--- src/rtl/inst_axi_bridge_if.sv ---
// Bus interfaces for the instruction-fetch AXI bridge.
// inst_sram_if : SRAM-like request/response channel between fetch stage (master) and bridge (slave).
// axi_rd_if    : AXI read address/data channels between bridge (master) and memory (slave).

interface inst_sram_if;
  logic        inst_sram_req;
  logic        inst_sram_wr;
  logic [1:0]  inst_sram_size;
  logic [3:0]  inst_sram_wstrb;
  logic [31:0] inst_sram_addr;
  logic [31:0] inst_sram_wdata;
  logic        inst_sram_addr_ok;
  logic        inst_sram_data_ok;
  logic [31:0] inst_sram_rdata;

  // Fetch-stage view: issues requests, receives acceptance and data
  modport master (
    output inst_sram_req, inst_sram_wr, inst_sram_size, inst_sram_wstrb,
           inst_sram_addr, inst_sram_wdata,
    input  inst_sram_addr_ok, inst_sram_data_ok, inst_sram_rdata
  );

  // Bridge view: accepts requests, returns data
  modport slave (
    input  inst_sram_req, inst_sram_wr, inst_sram_size, inst_sram_wstrb,
           inst_sram_addr, inst_sram_wdata,
    output inst_sram_addr_ok, inst_sram_data_ok, inst_sram_rdata
  );
endinterface

interface axi_rd_if;
  logic [3:0]  arid;
  logic [31:0] araddr;
  logic [7:0]  arlen;
  logic [2:0]  arsize;
  logic [1:0]  arburst;
  logic [1:0]  arlock;
  logic [3:0]  arcache;
  logic [2:0]  arprot;
  logic        arvalid;
  logic        arready;
  logic [3:0]  rid;
  logic [31:0] rdata;
  logic [1:0]  rresp;
  logic        rlast;
  logic        rvalid;
  logic        rready;

  // Read-master view (the bridge)
  modport master (
    output arid, araddr, arlen, arsize, arburst, arlock, arcache, arprot,
           arvalid, rready,
    input  arready, rid, rdata, rresp, rlast, rvalid
  );

  // Read-slave view (the memory / interconnect)
  modport slave (
    input  arid, araddr, arlen, arsize, arburst, arlock, arcache, arprot,
           arvalid, rready,
    output arready, rid, rdata, rresp, rlast, rvalid
  );
endinterface

--- src/rtl/inst_axi_bridge.sv ---
// Instruction-fetch bridge: converts SRAM-like fetch requests into single-beat
// AXI reads, one transaction outstanding at a time (IDLE -> AR -> R -> IDLE).
// Write requests are never serviced; they and non-OKAY responses raise a
// sticky bus_err flag that only reset clears.

module inst_axi_bridge #(
  parameter logic [3:0] AR_ID     = 4'd0,
  parameter logic [3:0] AXI_CACHE = 4'd0
) (
  input  logic        clk,
  input  logic        reset,
  inst_sram_if.slave  sram,
  axi_rd_if.master    axi,
  output logic        bus_err
);

  typedef enum logic [1:0] {
    IDLE = 2'd0,
    AR   = 2'd1,
    R    = 2'd2
  } state_t;

  state_t      state_q, state_d;
  logic [31:0] addr_q, addr_d;
  logic [1:0]  size_q, size_d;
  logic [31:0] rdata_q, rdata_d;
  logic        dataOk_q, dataOk_d;
  logic        busErr_q, busErr_d;

  logic        writeReq;
  logic        accept;
  logic        arHandshake;
  logic        rHandshake;

  // Register update: all state is synchronously reset to IDLE / zero
  always_ff @(posedge clk) begin
    if (reset) begin
      state_q  <= IDLE;
      addr_q   <= 32'd0;
      size_q   <= 2'd0;
      rdata_q  <= 32'd0;
      dataOk_q <= 1'b0;
      busErr_q <= 1'b0;
    end else begin
      state_q  <= state_d;
      addr_q   <= addr_d;
      size_q   <= size_d;
      rdata_q  <= rdata_d;
      dataOk_q <= dataOk_d;
      busErr_q <= busErr_d;
    end
  end

  // Next-state and handshake decode; a write request in IDLE is refused and flagged
  always_comb begin
    state_d     = state_q;
    addr_d      = addr_q;
    size_d      = size_q;
    rdata_d     = rdata_q;
    dataOk_d    = 1'b0;
    busErr_d    = busErr_q;

    writeReq    = (state_q == IDLE) && sram.inst_sram_req && sram.inst_sram_wr;
    accept      = (state_q == IDLE) && sram.inst_sram_req && !sram.inst_sram_wr;
    arHandshake = (state_q == AR) && axi.arready;
    rHandshake  = (state_q == R) && axi.rvalid;

    unique case (state_q)
      IDLE: begin
        if (accept) begin
          addr_d  = sram.inst_sram_addr;
          size_d  = sram.inst_sram_size;
          state_d = AR;
        end
        if (writeReq) begin
          busErr_d = 1'b1;
        end
      end
      AR: begin
        if (arHandshake) begin
          state_d = R;
        end
      end
      R: begin
        if (rHandshake) begin
          rdata_d  = axi.rdata;
          dataOk_d = 1'b1;
          state_d  = IDLE;
          if (axi.rresp != 2'b00) begin
            busErr_d = 1'b1;
          end
        end
      end
      default: begin
        state_d = IDLE;
      end
    endcase
  end

  // SRAM-side outputs: acceptance is combinational in IDLE, data comes from the capture register
  always_comb begin
    sram.inst_sram_addr_ok = (state_q == IDLE) && !(sram.inst_sram_req && sram.inst_sram_wr);
    sram.inst_sram_data_ok = dataOk_q;
    sram.inst_sram_rdata   = rdata_q;
  end

  // AXI read-master outputs: address fields straight from registers so they hold under back-pressure
  always_comb begin
    axi.arid    = AR_ID;
    axi.araddr  = addr_q;
    axi.arlen   = 8'd0;
    axi.arsize  = {1'b0, size_q};
    axi.arburst = 2'b01;
    axi.arlock  = 2'b00;
    axi.arcache = AXI_CACHE;
    axi.arprot  = 3'b000;
    axi.arvalid = (state_q == AR);
    axi.rready  = (state_q == R);
  end

  assign bus_err = busErr_q;

endmodule

--- src/flat_wrapper.sv ---
// flat-port wrapper written by rule: the top's interface ports become plain ports
module inst_axi_bridge_flat 
#(
  parameter logic [3:0] AR_ID     = 4'd0,
  parameter logic [3:0] AXI_CACHE = 4'd0
)
  (clk, reset, bus_err, sram_inst_sram_req, sram_inst_sram_wr, sram_inst_sram_size, sram_inst_sram_wstrb, sram_inst_sram_addr, sram_inst_sram_wdata, sram_inst_sram_addr_ok, sram_inst_sram_data_ok, sram_inst_sram_rdata, axi_arid, axi_araddr, axi_arlen, axi_arsize, axi_arburst, axi_arlock, axi_arcache, axi_arprot, axi_arvalid, axi_rready, axi_arready, axi_rid, axi_rdata, axi_rresp, axi_rlast, axi_rvalid);
  inst_sram_if sram_i ();
  axi_rd_if axi_i ();
  input  logic clk;
  input  logic reset;
  output logic bus_err;
  input wire logic [$bits(sram_i.inst_sram_req)-1:0] sram_inst_sram_req;
  input wire logic [$bits(sram_i.inst_sram_wr)-1:0] sram_inst_sram_wr;
  input wire logic [$bits(sram_i.inst_sram_size)-1:0] sram_inst_sram_size;
  input wire logic [$bits(sram_i.inst_sram_wstrb)-1:0] sram_inst_sram_wstrb;
  input wire logic [$bits(sram_i.inst_sram_addr)-1:0] sram_inst_sram_addr;
  input wire logic [$bits(sram_i.inst_sram_wdata)-1:0] sram_inst_sram_wdata;
  output wire logic [$bits(sram_i.inst_sram_addr_ok)-1:0] sram_inst_sram_addr_ok;
  output wire logic [$bits(sram_i.inst_sram_data_ok)-1:0] sram_inst_sram_data_ok;
  output wire logic [$bits(sram_i.inst_sram_rdata)-1:0] sram_inst_sram_rdata;
  output wire logic [$bits(axi_i.arid)-1:0] axi_arid;
  output wire logic [$bits(axi_i.araddr)-1:0] axi_araddr;
  output wire logic [$bits(axi_i.arlen)-1:0] axi_arlen;
  output wire logic [$bits(axi_i.arsize)-1:0] axi_arsize;
  output wire logic [$bits(axi_i.arburst)-1:0] axi_arburst;
  output wire logic [$bits(axi_i.arlock)-1:0] axi_arlock;
  output wire logic [$bits(axi_i.arcache)-1:0] axi_arcache;
  output wire logic [$bits(axi_i.arprot)-1:0] axi_arprot;
  output wire logic [$bits(axi_i.arvalid)-1:0] axi_arvalid;
  output wire logic [$bits(axi_i.rready)-1:0] axi_rready;
  input wire logic [$bits(axi_i.arready)-1:0] axi_arready;
  input wire logic [$bits(axi_i.rid)-1:0] axi_rid;
  input wire logic [$bits(axi_i.rdata)-1:0] axi_rdata;
  input wire logic [$bits(axi_i.rresp)-1:0] axi_rresp;
  input wire logic [$bits(axi_i.rlast)-1:0] axi_rlast;
  input wire logic [$bits(axi_i.rvalid)-1:0] axi_rvalid;
  assign sram_i.inst_sram_req = sram_inst_sram_req;
  assign sram_i.inst_sram_wr = sram_inst_sram_wr;
  assign sram_i.inst_sram_size = sram_inst_sram_size;
  assign sram_i.inst_sram_wstrb = sram_inst_sram_wstrb;
  assign sram_i.inst_sram_addr = sram_inst_sram_addr;
  assign sram_i.inst_sram_wdata = sram_inst_sram_wdata;
  assign sram_inst_sram_addr_ok = sram_i.inst_sram_addr_ok;
  assign sram_inst_sram_data_ok = sram_i.inst_sram_data_ok;
  assign sram_inst_sram_rdata = sram_i.inst_sram_rdata;
  assign axi_arid = axi_i.arid;
  assign axi_araddr = axi_i.araddr;
  assign axi_arlen = axi_i.arlen;
  assign axi_arsize = axi_i.arsize;
  assign axi_arburst = axi_i.arburst;
  assign axi_arlock = axi_i.arlock;
  assign axi_arcache = axi_i.arcache;
  assign axi_arprot = axi_i.arprot;
  assign axi_arvalid = axi_i.arvalid;
  assign axi_rready = axi_i.rready;
  assign axi_i.arready = axi_arready;
  assign axi_i.rid = axi_rid;
  assign axi_i.rdata = axi_rdata;
  assign axi_i.rresp = axi_rresp;
  assign axi_i.rlast = axi_rlast;
  assign axi_i.rvalid = axi_rvalid;
  inst_axi_bridge #(.AR_ID(AR_ID), .AXI_CACHE(AXI_CACHE)) u_core (.clk(clk), .reset(reset), .sram(sram_i), .axi(axi_i), .bus_err(bus_err));
endmodule
--- config.mk ---
export PLATFORM = sky130hd
export DESIGN_NAME = inst_axi_bridge_flat
export DESIGN_NICKNAME = d
export VERILOG_FILES = /design/src/rtl/inst_axi_bridge_if.sv /design/src/rtl/inst_axi_bridge.sv /design/src/flat_wrapper.sv
export SDC_FILE = /design/constraint.sdc
export NUM_CORES = 1
export LEC_CHECK = 0
export CORE_MARGIN = 8
export CORE_UTILIZATION = 30
export DETAILED_ROUTE_END_ITERATION = 16
export HOLD_SLACK_MARGIN = 0.05
export MAX_ROUTING_LAYER = met4
export PLACE_DENSITY = 0.73
export SLEW_MARGIN = 40
export SYNTH_ARGS = -nofsm -noshare
export SYNTH_HDL_FRONTEND = slang
export SYNTH_SLANG_ARGS = --single-unit
--- constraint.sdc ---
create_clock -name clk -period 1.53 [get_ports clk]
set_input_delay 0.2295 -clock clk [delete_from_list [all_inputs] [get_ports clk]]
set_output_delay 0.2295 -clock clk [all_outputs]
set_load 0.01 [all_outputs]
==> results of run 1 <==
[metal layers]
metal / up-vias / GRT usage, %
met3: 18 / 4.62
met2: 91 / 20.7
met4: 0 / 6.31
li1: 1292 / -
met5: - / -
met1: 1148 / 13.9
[stage by stage]
step | hold WS [ps] | area (µm²)
6_report | 377 | 4450
5_1_grt | 384 | 4450
4_1_cts | 363 | 4430
3_5_place_dp | 446 | 4210
3_3_place_gp | 441 | 4210
2_1_floorplan | 365 | 2820
[state kept, by name, summed over array words and instances, names as in the netlist]
register and cells:
u_core.sram.inst_sram_data_ok 1, u_core.sram.inst_sram_rdata 32, u_core.size_q 2, u_core.state_q 2, u_core.bus_err 1, u_core.axi.araddr 32
[kinds of logic (layout without fill, tap and decap cells)]
logic type | Yosys count | count (layout) | synth area share, %
simple gates | 142 | 142 | 21.9
compound gates | 72 | 72 | 15.1
buf+inv | 48 | 170 | 11.6
other cells | 2 | 24 | 0.275
flops | 70 | 70 | 51.2
[cells in the mapped netlist]
cell      number
nand2_1      123
dfxtp_1       70
a21oi_1       58
buf_4         24
clkbuf_1      13
a21oi_2        9
nand2_2        9
buf_2          4
buf_6          4
nor2_1         3
conb_1         2
nor2b_1        2
a211oi_1       1
a21oi_4        1
a22oi_1        1
a31oi_1        1
and3b_1        1
buf_1          1
buf_8          1
inv_1          1
nand2b_1       1
nand3b_1       1
nor4b_4        1
o21ai_0        1
or4b_1         1
[area by class of cell]
cell class	count	area, µm²
clock buffer	10	138
clock inverter	6	85.1
fill	868	4570
inverter	1	3.75
multi-input combinational	238	1100
sequential	70	1410
tap	111	139
timing repair buffer	153	1580
[worst reg2reg max path, cell delays in order (launching register included)]
cell     delay (ps)
dfxtp_4         380
or4b_1          580
buf_12          210
nand2_1          90
a21oi_1          60
[path summary, 6_finish.rpt]
kind / slack [ps] / endpoint / startpoint / cells after the start
worst min register to register: 450 / u_core.sram.inst_sram_rdata[7] / u_core.sram.inst_sram_rdata[7] / 2
worst min-delay path: 380 / u_core.axi.araddr[24] / reset / 3
worst max register to register: 90 / u_core.axi.araddr[13] / u_core.state_q[1] / 4
worst max-delay path: 50 / axi_arsize[0] / u_core.size_q[0] / 1
[timing repair]
item                                    CTS  global route
hold endpoints to repair                  0             0
endpoints found under the setup margin    3             6
gates resized for setup                   5             7
[power by group through the flow]
stage / Clock (mW) / Sequential [mW] / Combinational [mW]
after global routing: 1.81 / 1.92 / 0.613
final: 1.66 / 1.91 / 0.564
after floorplan: 0 / 1.98 / 0.239
after detailed placement: 0 / 1.95 / 0.570
after CTS: 1.73 / 1.91 / 0.570
after global placement: 0 / 1.95 / 0.566
==> out/metrics.yaml, run 1 <==
crit_family: "buffers and inverters"
power_switching_mw: 0.969
dpl.cell_count: 573
power.density_nw_per_um2: 928
die_area_um2: 12400
detailedRoute.firstPassIterationCount: 4
post_cts.repair.setup_buffers: 0
antenna_cells: 0
synth.lib_cells_used.distinct: 25
first_global_vias: 2541
gp_congestion: 0.698
dp_slack_ps: -205
cp_class: "flop to output pin"
synth-seq-cells: 70
grt_pass1_wl_um: 12800
tritoncts: "done"
routed-wl-met3_um: 573
fp.dieH_um: 111
nets: 588
final.min_clock_period_ps: 1480
drt_iter0_markers: 137
vias: 2549
critPathSlowestCell: "clkdlybuf4s50_1"
fp.coreArea_um2: 9020
final_cell_mix: "clkdlybuf4s50_1, nand2_1, dfxtp_1"
proportion_of_power_drawn_by_the_clock_network_pct: 40.1
grt_max_degree: 71
internal_power_mw: 3.16
worstSetupEndpointType: "output pin"
met2RoutedLength_um: 3900
htree_levels: 3
timing.final.max_slew_violations: 0
port-buffer-count: 144
finalClockSkew_ps: 7.39
avgRoutedWirePerCell_um: 13.7
status: "complete, no violations"
setup_viol: 0
synth_seq_area_share_pct: 51.2
cp_data_required_time_ps: 1300
worst_ep_arrival_time_ps: 1250
post_synthesis_cell_type_with_the_largest_combined_area: "dfxtp_1"
io-pin-count: 210
p_seq_share_pct: 46.2
detail-route-antenna-nets: 0
row_count: 35
timing.final.crit_share_pct: 96.6
final_common_cell: "clkdlybuf4s50_1"
grt_setup_unrepaired: "no"
numClockSinks: 70
netlist_instances: 334
floorplan.initialDensity_pct: 30.3
timing.final.ws_setup_ps: 51.8
syn_area_um2: 2740
cts_hold_buffers: 0
hp-class: "input pin to flop"
cts_inserted_buffers: 9
drive_gt1_share_pct: 10.3
ir_drop_uv: 515
netlist_top_cells_area: "dfxtp_1, nand2_1, a21oi_1"
buffers_inverters_on_critical_path: 1
antenna_found_initial: 0
syn_avg_cell_area_um2: 8.19
drc: 0
cts.path.max_buffers: 2
totalNegativeSetupSlack_ps: 0
synth_top_area_share_pct: 51.2
hold_viol: 0
timing.fmax_mhz: 676
power.switching_fraction_pct: 23.5
p_comb_share_pct: 13.7
root_buffer: "clkbuf_8"
chipWidth_um: 111
global_route.usage.total_pct: 12.9
met1_length_um: 3420
worst_path_largest_cell_delay_ps: 560
clkLatencyLatePin_ps: 330
flow.area_growth_from_synthesis_pct: 62.7
yosysWarnings: 0
wirelength_um: 8080
grt_remaining_overflow: 0
critical_path_startpoint_category: "flop"
timing.critical_path.fanout_max: 2
post_dp_hpwl_um: 5950
number_of_maximum_capacitance_violations: 0
standby_leakage_power_nw: 1.67
fin_cells: 589
finalCoreUtilization_pct: 49.3
top_layer_used: "met4"
viasPerCell: 4.33
fin_total_pwr_mw: 4.13
cts.clk_slew.worst_paths_ps: 80
crit_path_cell_trace: "clkdlybuf4s50_1"
Note: power is estimated with default switching activity, not from simulation.
==> run 2, diff against run 1 <==
--- a/config.mk
+++ b/config.mk
@@ -5,7 +5,8 @@
 export SDC_FILE = /design/constraint.sdc
 export NUM_CORES = 1
 export LEC_CHECK = 0
-export CORE_MARGIN = 8
+export ABC_AREA = 0
+export CORE_MARGIN = 10
 export CORE_UTILIZATION = 30
 export DETAILED_ROUTE_END_ITERATION = 16
 export HOLD_SLACK_MARGIN = 0.05
==> out/metrics.yaml, run 2 (synthesis gave the netlist of run 1 again) <==
internal_power_mw: 3.05
layout_cell_area_excl_fill_um2: 4430
totalNegativeSetupSlack_ps: 0
cts.path.max_buffers: 2
ir_drop_uv: 603
number_of_maximum_capacitance_violations: 0
clkLatencyLatePin_ps: 340
timing.final.max_slew_violations: 0
p_seq_share_pct: 47.4
port-buffer-count: 144
io-pin-count: 210
fp.coreArea_um2: 8810
antenna_found_initial: 0
viasPerCell: 4.34
final_cell_mix: "clkdlybuf4s50_1, nand2_1, dfxtp_1"
grt_setup_unrepaired: "no"
post_dp_hpwl_um: 6660
timing.fmax_mhz: 675
dpl.cell_count: 571
avgRoutedWirePerCell_um: 15.0
fin_total_pwr_mw: 4.03
critical_path_startpoint_category: "flop"
first_global_vias: 2675
drive_gt1_share_pct: 10.4
final.min_clock_period_ps: 1480
timing.critical_path.fanout_max: 2
critPathSlowestCell: "clkdlybuf4s50_1"
nets: 589
row_count: 34
grt_remaining_overflow: 0
buffers_inverters_on_critical_path: 1
die_area_um2: 13300
worstSetupEndpointType: "output pin"
detail-route-antenna-nets: 0
detailedRoute.firstPassIterationCount: 4
dp_slack_ps: -208
timing.final.crit_share_pct: 96.9
cp_data_required_time_ps: 1300
status: "complete, no violations"
gp_congestion: 0.795
worst_ep_arrival_time_ps: 1250
worst_path_largest_cell_delay_ps: 550
root_buffer: "clkbuf_8"
floorplan.initialDensity_pct: 31.1
cts.clk_slew.worst_paths_ps: 80
standby_leakage_power_nw: 1.66
wirelength_um: 8790
drt_iter0_markers: 166
global_route.usage.total_pct: 13.2
power_switching_mw: 0.980
crit_path_cell_trace: "clkdlybuf4s50_1"
cts_inserted_buffers: 9
tritoncts: "done"
drc: 0
cp_class: "flop to output pin"
power.switching_fraction_pct: 24.3
htree_levels: 3
postPlaceCellArea_um2: 4210
hold_viol: 0
numClockSinks: 70
fin_cells: 587
finalClockSkew_ps: 10.7
hp-class: "input pin to flop"
crit_family: "buffers and inverters"
power.density_nw_per_um2: 908
grt_max_degree: 71
final_common_cell: "clkdlybuf4s50_1"
vias: 2547
p_comb_share_pct: 14.2
chipWidth_um: 115
cts_hold_buffers: 0
timing.final.ws_setup_ps: 47.9
grt_pass1_wl_um: 13500
antenna_cells: 0
fp.dieH_um: 115
setup_viol: 0
flow.area_growth_from_synthesis_pct: 62.0
proportion_of_power_drawn_by_the_clock_network_pct: 38.4
-- run 2: power by group through the flow --
stage | Clock (mW) | Sequential [mW] | Combinational [mW]
floorplan | 0 | 1.98 | 0.239
global placement | 0 | 1.95 | 0.571
detailed placement | 0 | 1.95 | 0.578
CTS | 1.60 | 1.91 | 0.578
global route | 1.67 | 1.92 | 0.622
finish | 1.54 | 1.91 | 0.571
-- run 2: metrics by stage --
step                hold WS [ps]  utilization [%]
detailed placement           446             47.9
CTS                          383             50.2
global route                 403             50.3
global placement             441             47.9
finish                       398             50.3
floorplan                    365                -
-- run 2: cell type report --
| class | instances | area, µm² |
|---|---|---|
| Tap cell | 108 | 135 |
| Clock buffer | 11 | 151 |
| Sequential cell | 70 | 1400 |
| Fill cell | 837 | 4370 |
| Clock inverter | 5 | 57.6 |
| Timing Repair Buffer | 154 | 1580 |
| Multi-Input combinational cell | 238 | 1100 |
| Inverter | 1 | 3.75 |
-- run 2: path summary, 6_finish.rpt --
path | depth (start not counted) | to | slack (ps) | from
max | 1 | bus_err | 50 | u_core.bus_err
min | 3 | u_core.axi.araddr[27] | 400 | reset
max reg2reg | 4 | u_core.axi.araddr[28] | 120 | u_core.state_q[1]
min reg2reg | 2 | u_core.axi.araddr[20] | 450 | u_core.axi.araddr[20]
-- run 2: layer usage --
layer / GRT usage, % / share of wire, % / up-vias
met5: - / 0 / -
met4: 5.66 / 2.0 / 0
met3: 5.27 / 8.7 / 14
met2: 22.7 / 52 / 92
met1: 12.9 / 37 / 1146
li1: - / - / 1295
-- run 2: timing repair --
| item | in CTS | in global routing |
|---|---|---|
| setup buffers | 0 | 0 |
| cloned | 0 | 0 |
| endpoints found under the setup margin | 3 | 7 |
| resized for setup | 5 | 8 |
